--- config.mk ---
export PLATFORM = sky130hd
export DESIGN_NAME = sha256_msg_scheduler
export DESIGN_NICKNAME = d
export VERILOG_FILES = /design/src/rtl/sha256_msg_scheduler.sv
export SDC_FILE = /design/constraint.sdc
export NUM_CORES = 1
export LEC_CHECK = 0
export ABC_AREA = 0
export CORE_MARGIN = 2
export CORE_UTILIZATION = 51
export CTS_CLUSTER_SIZE = 14
export DETAILED_ROUTE_END_ITERATION = 10
export GPL_TIMING_DRIVEN = 1
export PLACE_DENSITY = 0.77
export SYNTH_ARGS = -nofsm -noshare
export SYNTH_HDL_FRONTEND = slang
export SYNTH_SLANG_ARGS = --single-unit
--- constraint.sdc ---
create_clock -name clk -period 4 [get_ports clk]
set_clock_uncertainty 0.15 [all_clocks]
set_input_delay 0.8 -clock clk [delete_from_list [all_inputs] [get_ports clk]]
set_output_delay 0.8 -clock clk [all_outputs]
set_load 0.02 [all_outputs]
--- src/rtl/sha256_msg_scheduler.sv ---
// SHA-256 message scheduler: pairs two padded 256-bit lines into a 512-bit block
// and streams the 64 schedule words W[0..63] to the compression core over a
// valid/ready handshake, tagged with round index and first/last-block flags.
module sha256_msg_scheduler #(
    parameter int DATA_W = 256
) (
    input  logic              clk,
    input  logic              rst,
    input  logic              src_sched_data_val,
    input  logic [DATA_W-1:0] src_sched_data,
    input  logic              src_sched_data_last,
    output logic              sched_src_rdy,
    output logic              sched_dst_w_val,
    output logic [31:0]       sched_dst_w,
    output logic [5:0]        sched_dst_round,
    output logic              sched_dst_block_first,
    output logic              sched_dst_block_last,
    input  logic              dst_sched_w_rdy,
    output logic              sched_proto_err
);

    typedef enum logic [1:0] {
        FILL_UPPER = 2'd0,
        FILL_LOWER = 2'd1,
        EMIT       = 2'd2
    } state_e;

    state_e      state_q, state_d;
    logic [31:0] win_q [16];
    logic [31:0] win_d [16];
    logic [5:0]  round_q, round_d;
    logic        first_q, first_d;
    logic        last_q, last_d;
    logic        err_q, err_d;
    logic        fill_s;
    logic        emit_s;

    // Small sigma functions of the schedule recurrence.
    function automatic logic [31:0] ssig0(input logic [31:0] x);
        return {x[6:0], x[31:7]} ^ {x[17:0], x[31:18]} ^ {3'b000, x[31:3]};
    endfunction

    function automatic logic [31:0] ssig1(input logic [31:0] x);
        return {x[16:0], x[31:17]} ^ {x[18:0], x[31:19]} ^ {10'b0000000000, x[31:10]};
    endfunction

    // Every output is forced low while rst is asserted, independent of stale state.
    assign fill_s                = ~rst & ((state_q == FILL_UPPER) | (state_q == FILL_LOWER));
    assign emit_s                = ~rst & (state_q == EMIT);
    assign sched_src_rdy         = fill_s;
    assign sched_dst_w_val       = emit_s;
    assign sched_dst_w           = emit_s ? win_q[0] : 32'h0000_0000;
    assign sched_dst_round       = emit_s ? round_q : 6'd0;
    assign sched_dst_block_first = emit_s & first_q;
    assign sched_dst_block_last  = emit_s & last_q;
    assign sched_proto_err       = ~rst & err_q;

    // Next-state logic: fill the 16-word window, then slide it one word per handshake.
    always_comb begin
        state_d = state_q;
        win_d   = win_q;
        round_d = round_q;
        first_d = first_q;
        last_d  = last_q;
        err_d   = err_q;
        case (state_q)
            FILL_UPPER: begin
                if (src_sched_data_val) begin
                    for (int i = 0; i < 8; i++) begin
                        win_d[i] = src_sched_data[DATA_W-1-32*i -: 32];
                    end
                    // A last flag on an upper half is a padder bug: flag it, treat line as upper.
                    if (src_sched_data_last) begin
                        err_d = 1'b1;
                    end else begin
                        err_d = err_q;
                    end
                    state_d = FILL_LOWER;
                end else begin
                    state_d = FILL_UPPER;
                end
            end
            FILL_LOWER: begin
                if (src_sched_data_val) begin
                    for (int i = 0; i < 8; i++) begin
                        win_d[8+i] = src_sched_data[DATA_W-1-32*i -: 32];
                    end
                    last_d  = src_sched_data_last;
                    round_d = 6'd0;
                    state_d = EMIT;
                end else begin
                    state_d = FILL_LOWER;
                end
            end
            EMIT: begin
                if (dst_sched_w_rdy) begin
                    // The recurrence runs from t=0; words past W[63] are simply never emitted.
                    for (int i = 0; i < 15; i++) begin
                        win_d[i] = win_q[i+1];
                    end
                    win_d[15] = ssig1(win_q[14]) + win_q[9] + ssig0(win_q[1]) + win_q[0];
                    round_d   = round_q + 6'd1;
                    if (round_q == 6'd63) begin
                        state_d = FILL_UPPER;
                        first_d = last_q;
                        last_d  = 1'b0;
                    end else begin
                        state_d = EMIT;
                    end
                end else begin
                    state_d = EMIT;
                end
            end
            default: begin
                state_d = FILL_UPPER;
            end
        endcase
    end

    // State register with synchronous reset; a reset abandons any block in flight.
    always_ff @(posedge clk) begin
        if (rst) begin
            state_q <= FILL_UPPER;
            for (int i = 0; i < 16; i++) begin
                win_q[i] <= 32'h0000_0000;
            end
            round_q <= 6'd0;
            first_q <= 1'b1;
            last_q  <= 1'b0;
            err_q   <= 1'b0;
        end else begin
            state_q <= state_d;
            win_q   <= win_d;
            round_q <= round_d;
            first_q <= first_d;
            last_q  <= last_d;
            err_q   <= err_d;
        end
    end

endmodule
======== Yosys cells after proc, flatten, opt, wreduce, memory -nomap -nowiden ========
Index checks and enable logic that the tools add are counted.
cells by class
  add/sub/neg operators ................... 4
  multipliers ............................. 0
  divide/modulo/power cells ............... 0
  order comparisons ....................... 0
  equality and inequality tests ........... 7
  shifts and indexed selects .............. 0
  multiplexer cells ....................... 18
  bitwise logic cells ..................... 11
  reduce and logical (&&, ||, !) cells .... 8
operator list
  operator                                       number
  one-hot mux 256 bit (2 select lines)           2
  two-way mux 512 bit                            1
  two-way mux 256 bit                            1
  adder 32 bit                                   3
  bitwise XOR 32 bit                             2
  two-way mux 32 bit                             1
  bitwise XOR 32 x 22 -> 32 bit                  1
  bitwise XOR 32 x 29 -> 32 bit                  1
  two-way mux 6 bit                              3
  one-hot mux 6 bit (2 select lines)             1
  AND reduction 3 bit                            4
  adder 6 x 1 -> 6 bit, second input constant    1
  == test 6 bit, second input constant           1
  two-way mux 2 bit                              3
  != test 2 bit, second input constant           3
  one-hot mux 2 bit (3 select lines)             1
  AND 1 bit                                      5
  two-way mux 1 bit                              4
  AND reduction 4 bit                            1
  nonzero test 2 bit                             2
  == test 2 x 1 -> 1 bit, second input constant  1
  == test 2 bit, second input constant           1
  logical NOT 2 bit                              1
  != test 2 x 1 -> 1 bit, second input constant  1
  3 further kinds                                3
word-level totals
  register bits ........................... 523
  latch bits .............................. 0
  bits in writable memories ............... 0
  bits in read-only memories .............. 0
  bits of input ports ..................... 261
  output and inout port bits .............. 43
  word-level logic and storage cells ...... 69
  memories ................................ 0

======== Longest topological paths before layout ========
Gate-level depths: netlist (run 1).
  word-level depth ........................ 7
  gate-level depth with buffers ........... 16
  mapped depth without buffers ............ 15

======== Worst setup path after synthesis (run 1) ========
Ideal clock, no wire load.
  path type ............................... reg2reg
  from .................................... register win_q[50] (netlist name)
  to ...................................... register win_q[25] (netlist name)
  setup time .............................. 95 ps
  data arrival time ....................... 3,964 ps
  required time ........................... 3,755 ps
  slack ................................... -210 ps
  cell stages (with the launch flop) ...... 17
  buffers on the path ..................... 1
  clock period less this slack ............ 4,210 ps
  path through ............................ dfxtp_1 > clkbuf_1 > xor2_1 > xnor2_1 > fa_1 > inv_1 > fa_1 > ha_1 > fa_1 > a21o_1 > a221oi_2 > o21ai_2 > a31oi_4 > o21ai_2 > o31ai_4 > xor2_1 > a221oi_1
on the way
  word-level cells in the longest chain between the ends .. 7
ends and longest elaborated chain
  item                                      RTL line  source
  from (decl)                               29        logic [31:0] win_q [16];
  from (signal assigned)                    133       win_q <= win_d;
  bitwise XOR 32 bit                        44        return {x[16:0], x[31:17]} ^ {x[18:0], x[31:19]} ^ {10'b0000000000, x[31:10]};
  bitwise XOR 32 x 22 -> 32 bit (*)         44
  adder 32 bit (*) (3 in series)            101       win_d[15] = ssig1(win_q[14]) + win_q[9] + ssig0(win_q[1]) + win_q[0];
  two-way mux 512 bit (*)                   96        if (dst_sched_w_rdy) begin
  one-hot mux 256 bit (2 select lines) (*)  66        case (state_q)
Every way passes the cells marked *; elsewhere a longest branch is shown, timed or not. The select of a mux whose other input is x is not followed.
A chain may end at the register's enable or synchronous reset.

======== Final worst setup path (run 1) ========
  from .................................... register win_q[52] (netlist name)
  to ...................................... register win_q[31] (netlist name)
The elaborated chain is that of the path after synthesis.

==> results of run 1 <==
-- worst max path at each step --
stage / startpoint / end / cells past startpoint
CTS: win_q[58] / win_q[24] / 14
finish: win_q[52] / win_q[31] / 16
floorplan: win_q[50] / win_q[31] / 16
global placement: win_q[61] / win_q[20] / 14
global route: win_q[52] / win_q[31] / 16
detailed placement: win_q[61] / win_q[24] / 15
-- final cells by class --
type                    instances  area (um^2)  share of cell area
inverters                     123          462              0.0138
well taps                     680          851              0.0254
multi-input cells            2260        14800               0.442
clock buffers                  75         1590              0.0476
clock inverters                23          310             0.00927
flip-flops and latches        523        10500               0.314
repair buffers                523         4980               0.149
-- cell usage after synthesis, types with 12 or more instances --
library cell and instances:
dfxtp_1 523, nor2_1 497, a211oi_1 492, clkbuf_1 288, a21oi_1 269, nor3_1 240
and2_1 232, inv_1 123, nand2_1 102, xnor2_1 91, fa_1 62, xor2_1 56
a311oi_1 40, buf_2 33, ha_1 32, o21ai_0 17, a21o_1 16, nand3_1 16
nand4_1 13, and3_1 12
-- tightest hold or removal path, delay by kind of cell, from the launching register on --
| kind | cells | cell delay (ns) |
|---|---|---|
| AOI/OAI and AO/OA | 1 | 0.05 |
| DFF | 1 | 0.32 |
| and+or+nand+nor | 1 | 0.05 |
-- cells by family after synthesis --
logic type	Yosys count	share of synthesized area
and+or+nand+nor	1134	0.200
AOI/OAI and AO/OA	883	0.228
DFF	523	0.395
buffers and inverters	451	0.0655
xor gates and xnor gates	147	0.0486
adders and majority gates	94	0.0620
muxes	2	0.000756
-- registers in the layout (all words and copies together) (netlist names) --
| signal | count |
|---|---|
| round_q | 6 |
| win_q | 512 |
| last_q | 1 |
| err_q | 1 |
| first_q | 1 |
| state_q | 2 |
-- stage by stage --
stage	utilization	setup TNS (ns)	hold slack [ns]	worst slack, ns
floorplan	-	-0.0119	0.283	-0.0119
global placement	0.604	-0.338	0.289	-0.0848
detailed placement	0.604	-1.02	0.298	-0.147
CTS	0.645	-0.228	0.309	-0.0833
global route	0.652	-3.37	0.340	-0.324
finish	0.652	-0.950	0.316	-0.162
-- routing by layer --
metal / part of all wire / vias to the layer above / global-route usage
met5: 0 / - / 0
met4: 0.057 / 0 / 0.201
met2: 0.42 / 1414 / 0.552
met3: 0.10 / 216 / 0.0760
li1: - / 11800 / -
met1: 0.42 / 12200 / 0.553
-- what timing repair did --
item,CTS,global route
resized for setup,32,70
pin swaps,22,41
endpoints found under the setup margin,19,26
buffers inserted,5,3
-- power by group --
group | internal [W] | leakage [nW] | switching, W
Combinational | 0.00415 | 7.18 | 0.00538
Clock | 0.00317 | 0.945 | 0.00225
Sequential | 0.00581 | 4.32 | 0.000534
==> out/results.ini, run 1 <==
[placement]
dpl_cell_area_um2=31000
dp_cells=4102
gp_congestion=1.04
post-dp-hpwl_um=81300
io_buffers=303

[final_layout]
drive_gt1_frac=0.116
layout_commonest_cell=dfxtp_1
nets=3841
design_area_um2=33500
fill_cells=4345
final_cell_mix=dfxtp_1 (509), nor2_1 (496), a211oi_1 (486)
area_delta_synth_final_pct=26.4
diodes=0
fin_cells=4207

[detailed_routing]
drc=0
first_pass_iters=5
ant_nets=0
via_count=25600
wl_per_cell_um=25.5
wirelength_um=107000
vias_per_cell=6.09
first_iter_violations=3274

[sta]
finalSetupViolCount=17
fin_ws_ns=-0.162
hold_viol_final=0
timing.final.crit_share=1.04
maxSlewViolCount=0
slew_headroom=0.233
max_clock_freq_ghz=0.240
fin_crit_ns=4.16
rsz0062_at_grt=yes
timing_worst_slew_pin_value_ns=1.15

[setup_path]
worstRegToRegCells=16
crit_top_cell=a221oi_2
crit_buf_inv=3
cp_slowest_stage_delay_ns=0.59
crit_arrival_ns=4.57
cpLargestDelayFamily=compound AO/OA/AOI/OAI gates
worst_setup_path_end_kind=flop
critPathKind=reg -> reg
crit_path_top_delay_cell=fa_2
crit_required_ns=4.41
timing.rr.end=win_q[31]
rrSetupSlack_ns=-0.16
start_kind=flop
worstReg2RegStart=win_q[52]
crit_path_cell_trace=buf_4 -> xor2_4 -> xnor2_2 -> fa_2 -> inv_2 -> fa_2 -> ha_4 -> a21o_1 -> a221oi_2 -> buf_4 -> o21ai_4 -> a21oi_4 -> o21ai_2 -> a221oi_2 -> xnor2_1 -> a221oi_2
worst-path-max-fanout=4

[grt]
grt.overflow.total=0
track_usage=0.388
grt_pass1_wl_um=153000
grt_max_degree=222
antenna_found_initial=0
grt_pass1_vias=23500

[synthesis]
yosys-top-cells-area=dfxtp_1 (40%), a211oi_1 (14%), nor2_1 (7.0%)
ys.warnings.count=0
synth.avg_cell_area_um2=8.19
ys_ff_latch=523
syn_area_um2=26500
yosysTopAreaCell=dfxtp_1
syn_nets=3589
syn_inst=3234
seq_area_frac_synth=0.395
async_reset_ff_frac=0
synth_edf_count=0
synthFlopType=dfxtp_1
yosys.area.top_type_share=0.395
synth_cell_type_count=58

[clocking]
insertion_delay_ns=0.64
clkTransAtPathRegs_ns=0.06
clk_path_buf_depth=3
cts_hold_buf=0
cts.htree.levels=2
numClockSinks=523
cts_tree=done
cts-root-buf=clkbuf_16
numCtsBuffers=55

[floorplan]
die_h_um=232
num_io_pins=304
rows=83
die_area_um2=53800
dieWidth_um=232
fp.coreArea_um2=51300
initial_utilization=0.516

[run_status]
violations=setup timing
status=finished, violations left

[power_and_ir_drop]
peakVddDrop_uv=389
p_leak_nw=12.4
powerDensity_nw_per_um2=636
power_w=0.0213

[run]
cap_violations=0

[min_path]
hold_path.class=reg -> reg
hold_start=win_q[3]
holdPathEnd=win_q[3]
worstHoldPathCells=2

Note: power is estimated with default switching activity, not from simulation.
==> inputs of run 2 (changes only) <==
--- a/config.mk
+++ b/config.mk
@@ -6,12 +6,12 @@
 export NUM_CORES = 1
 export LEC_CHECK = 0
 export ABC_AREA = 0
-export CORE_MARGIN = 2
 export CORE_UTILIZATION = 51
 export CTS_CLUSTER_SIZE = 14
 export DETAILED_ROUTE_END_ITERATION = 10
 export GPL_TIMING_DRIVEN = 1
 export PLACE_DENSITY = 0.77
+export SETUP_SLACK_MARGIN = 0.05
 export SYNTH_ARGS = -nofsm -noshare
 export SYNTH_HDL_FRONTEND = slang
 export SYNTH_SLANG_ARGS = --single-unit
==> run 2 against run 1 <==
  * Critical path type unchanged
  * Power down 0.44%
  * Register-to-register slack barely moved
  * Count of clock-buffer cells in the layout rose by 1
  * The flow still finishes with violations (setup timing)
  * Sequential power about the same
  * First-iteration DRC count decreased by 5.4%
  * Clock power down 4.2%
  * Utilization increased by 0.17 points
  * Routed wire length is 3.7% higher
==> out/results.ini, run 2 (synthesis results as in run 1) <==
[detailed_routing]
first_pass_iters=7
first_iter_violations=3096
wirelength_um=111000
vias_per_cell=6.13
drc=0
via_count=25900
ant_nets=0
wl_per_cell_um=26.3

[sta]
rsz0062_at_grt=yes
timing.final.crit_share=1.04
slew_headroom=0.235
max_clock_freq_ghz=0.241
maxSlewViolCount=0
fin_ws_ns=-0.153
finalSetupViolCount=16
timing_worst_slew_pin_value_ns=1.15
fin_crit_ns=4.15
hold_viol_final=0

[run]
cap_violations=0

[setup_path]
crit_path_top_delay_cell=fa_1
worstRegToRegCells=15
start_kind=flop
crit_path_cell_trace=buf_4 -> xnor2_2 -> xnor2_2 -> fa_1 -> fa_1 -> ha_2 -> fa_2 -> a21o_1 -> a221oi_4 -> o21ai_4 -> a31oi_4 -> o21ai_4 -> o31ai_4 -> xor2_1 -> a221oi_1
timing.rr.end=win_q[25]
crit_arrival_ns=4.53
rrSetupSlack_ns=-0.15
crit_required_ns=4.37
worstReg2RegStart=win_q[51]
cp_slowest_stage_delay_ns=0.47
worst-path-max-fanout=4
critPathKind=reg -> reg
worst_setup_path_end_kind=flop

[final_layout]
reg.largest.list=win_q x512, round_q x6, state_q x2
register_area_um2=10500
final_cell_mix=dfxtp_1 (508), nor2_1 (496), a211oi_1 (486)
largest_reg_flops=512
drive_gt1_frac=0.122
area_delta_synth_final_pct=26.7
layout_commonest_cell=dfxtp_1
nets=3857
fin_cells=4229
fill_cells=4309
largest_register=win_q
post-route-util=0.654
multi_input_area_um2=14800

[placement]
io_buffers=303
dp_cells=4114
dp_worst_setup_slack_ns=-0.252
post-dp-hpwl_um=83700
gp_congestion=0.989

[clocking]
cts_tree=done
numCtsBuffers=54
cts-root-buf=clkbuf_16
clkTransAtPathRegs_ns=0.06
cts.htree.levels=2
clk_path_buf_depth=3
cts_hold_buf=0
numClockSinks=523
insertion_delay_ns=0.64

[min_path]
hold_start=win_q[3]
holdPathEnd=win_q[3]
hold_path.class=reg -> reg
worstHoldPathCells=2

[floorplan]
dieWidth_um=230
fp.coreArea_um2=51300
die_h_um=230
num_io_pins=304
rows=83
die_area_um2=52800
initial_utilization=0.516

[power_and_ir_drop]
power_w=0.0212
peakVddDrop_uv=375
p_leak_nw=12.4
powerDensity_nw_per_um2=632

[grt]
antenna_found_initial=2
track_usage=0.406
grt_max_degree=209
grt_pass1_vias=23800
grt.overflow.total=0
grt_pass1_wl_um=158000

[run_status]
status=finished, violations left
violations=setup timing

run 2: metrics by stage:
stage	TNS (ns)	hold slack (ns)	instance area [um^2]
6_report	-0.963	0.324	33600
5_1_grt	-3.40	0.335	33500
4_1_cts	-0.473	0.316	33200
3_5_place_dp	-2.66	0.307	31100
3_3_place_gp	-2.09	0.291	31100
2_1_floorplan	-0.0119	0.283	26500
run 2: cell type report:
cell class,count,share of cell area
inverters,123,0.0138
diodes,2,0.000149
clock buffers,76,0.0454
clock inverters,25,0.00846
multi-input cells,2261,0.442
flip-flops and latches,523,0.313
repair buffers,539,0.152
well taps,680,0.0254
run 2: timing repair:
action	CTS	global route
pin swaps	42	38
setup buffers	7	6
resized for setup	57	57
setup endpoints to repair	23	26
gates cloned	0	1
run 2: worst max-delay path by stage:
stage	start	to	cells after the start
after floorplan	win_q[50]	win_q[31]	16
after global placement	win_q[50]	win_q[31]	15
after detailed placement	win_q[50]	win_q[25]	15
after CTS	win_q[50]	win_q[31]	15
after global routing	win_q[50]	win_q[31]	15
final	win_q[51]	win_q[25]	15
run 2: critical path, delay by kind of cell, from the launching register on:
family	cells	cell delay, ns
xor+xnor	3	0.46
flops	1	0.34
fa+ha+maj	4	1.42
compound gates	7	1.53
buf+inv	1	0.15
run 2: report_power, final:
group,internal (W),switching [W]
sequential,0.00581,0.000542
clock,0.00294,0.00226
combinational,0.00416,0.00549
run 2: per-layer routing:
metal	vias up	share of wire	GRT usage
li1	11800	-	-
met1	12500	0.43	0.581
met2	1364	0.42	0.583
met3	227	0.099	0.0756
met4	2	0.054	0.200
met5	-	0.000099	0
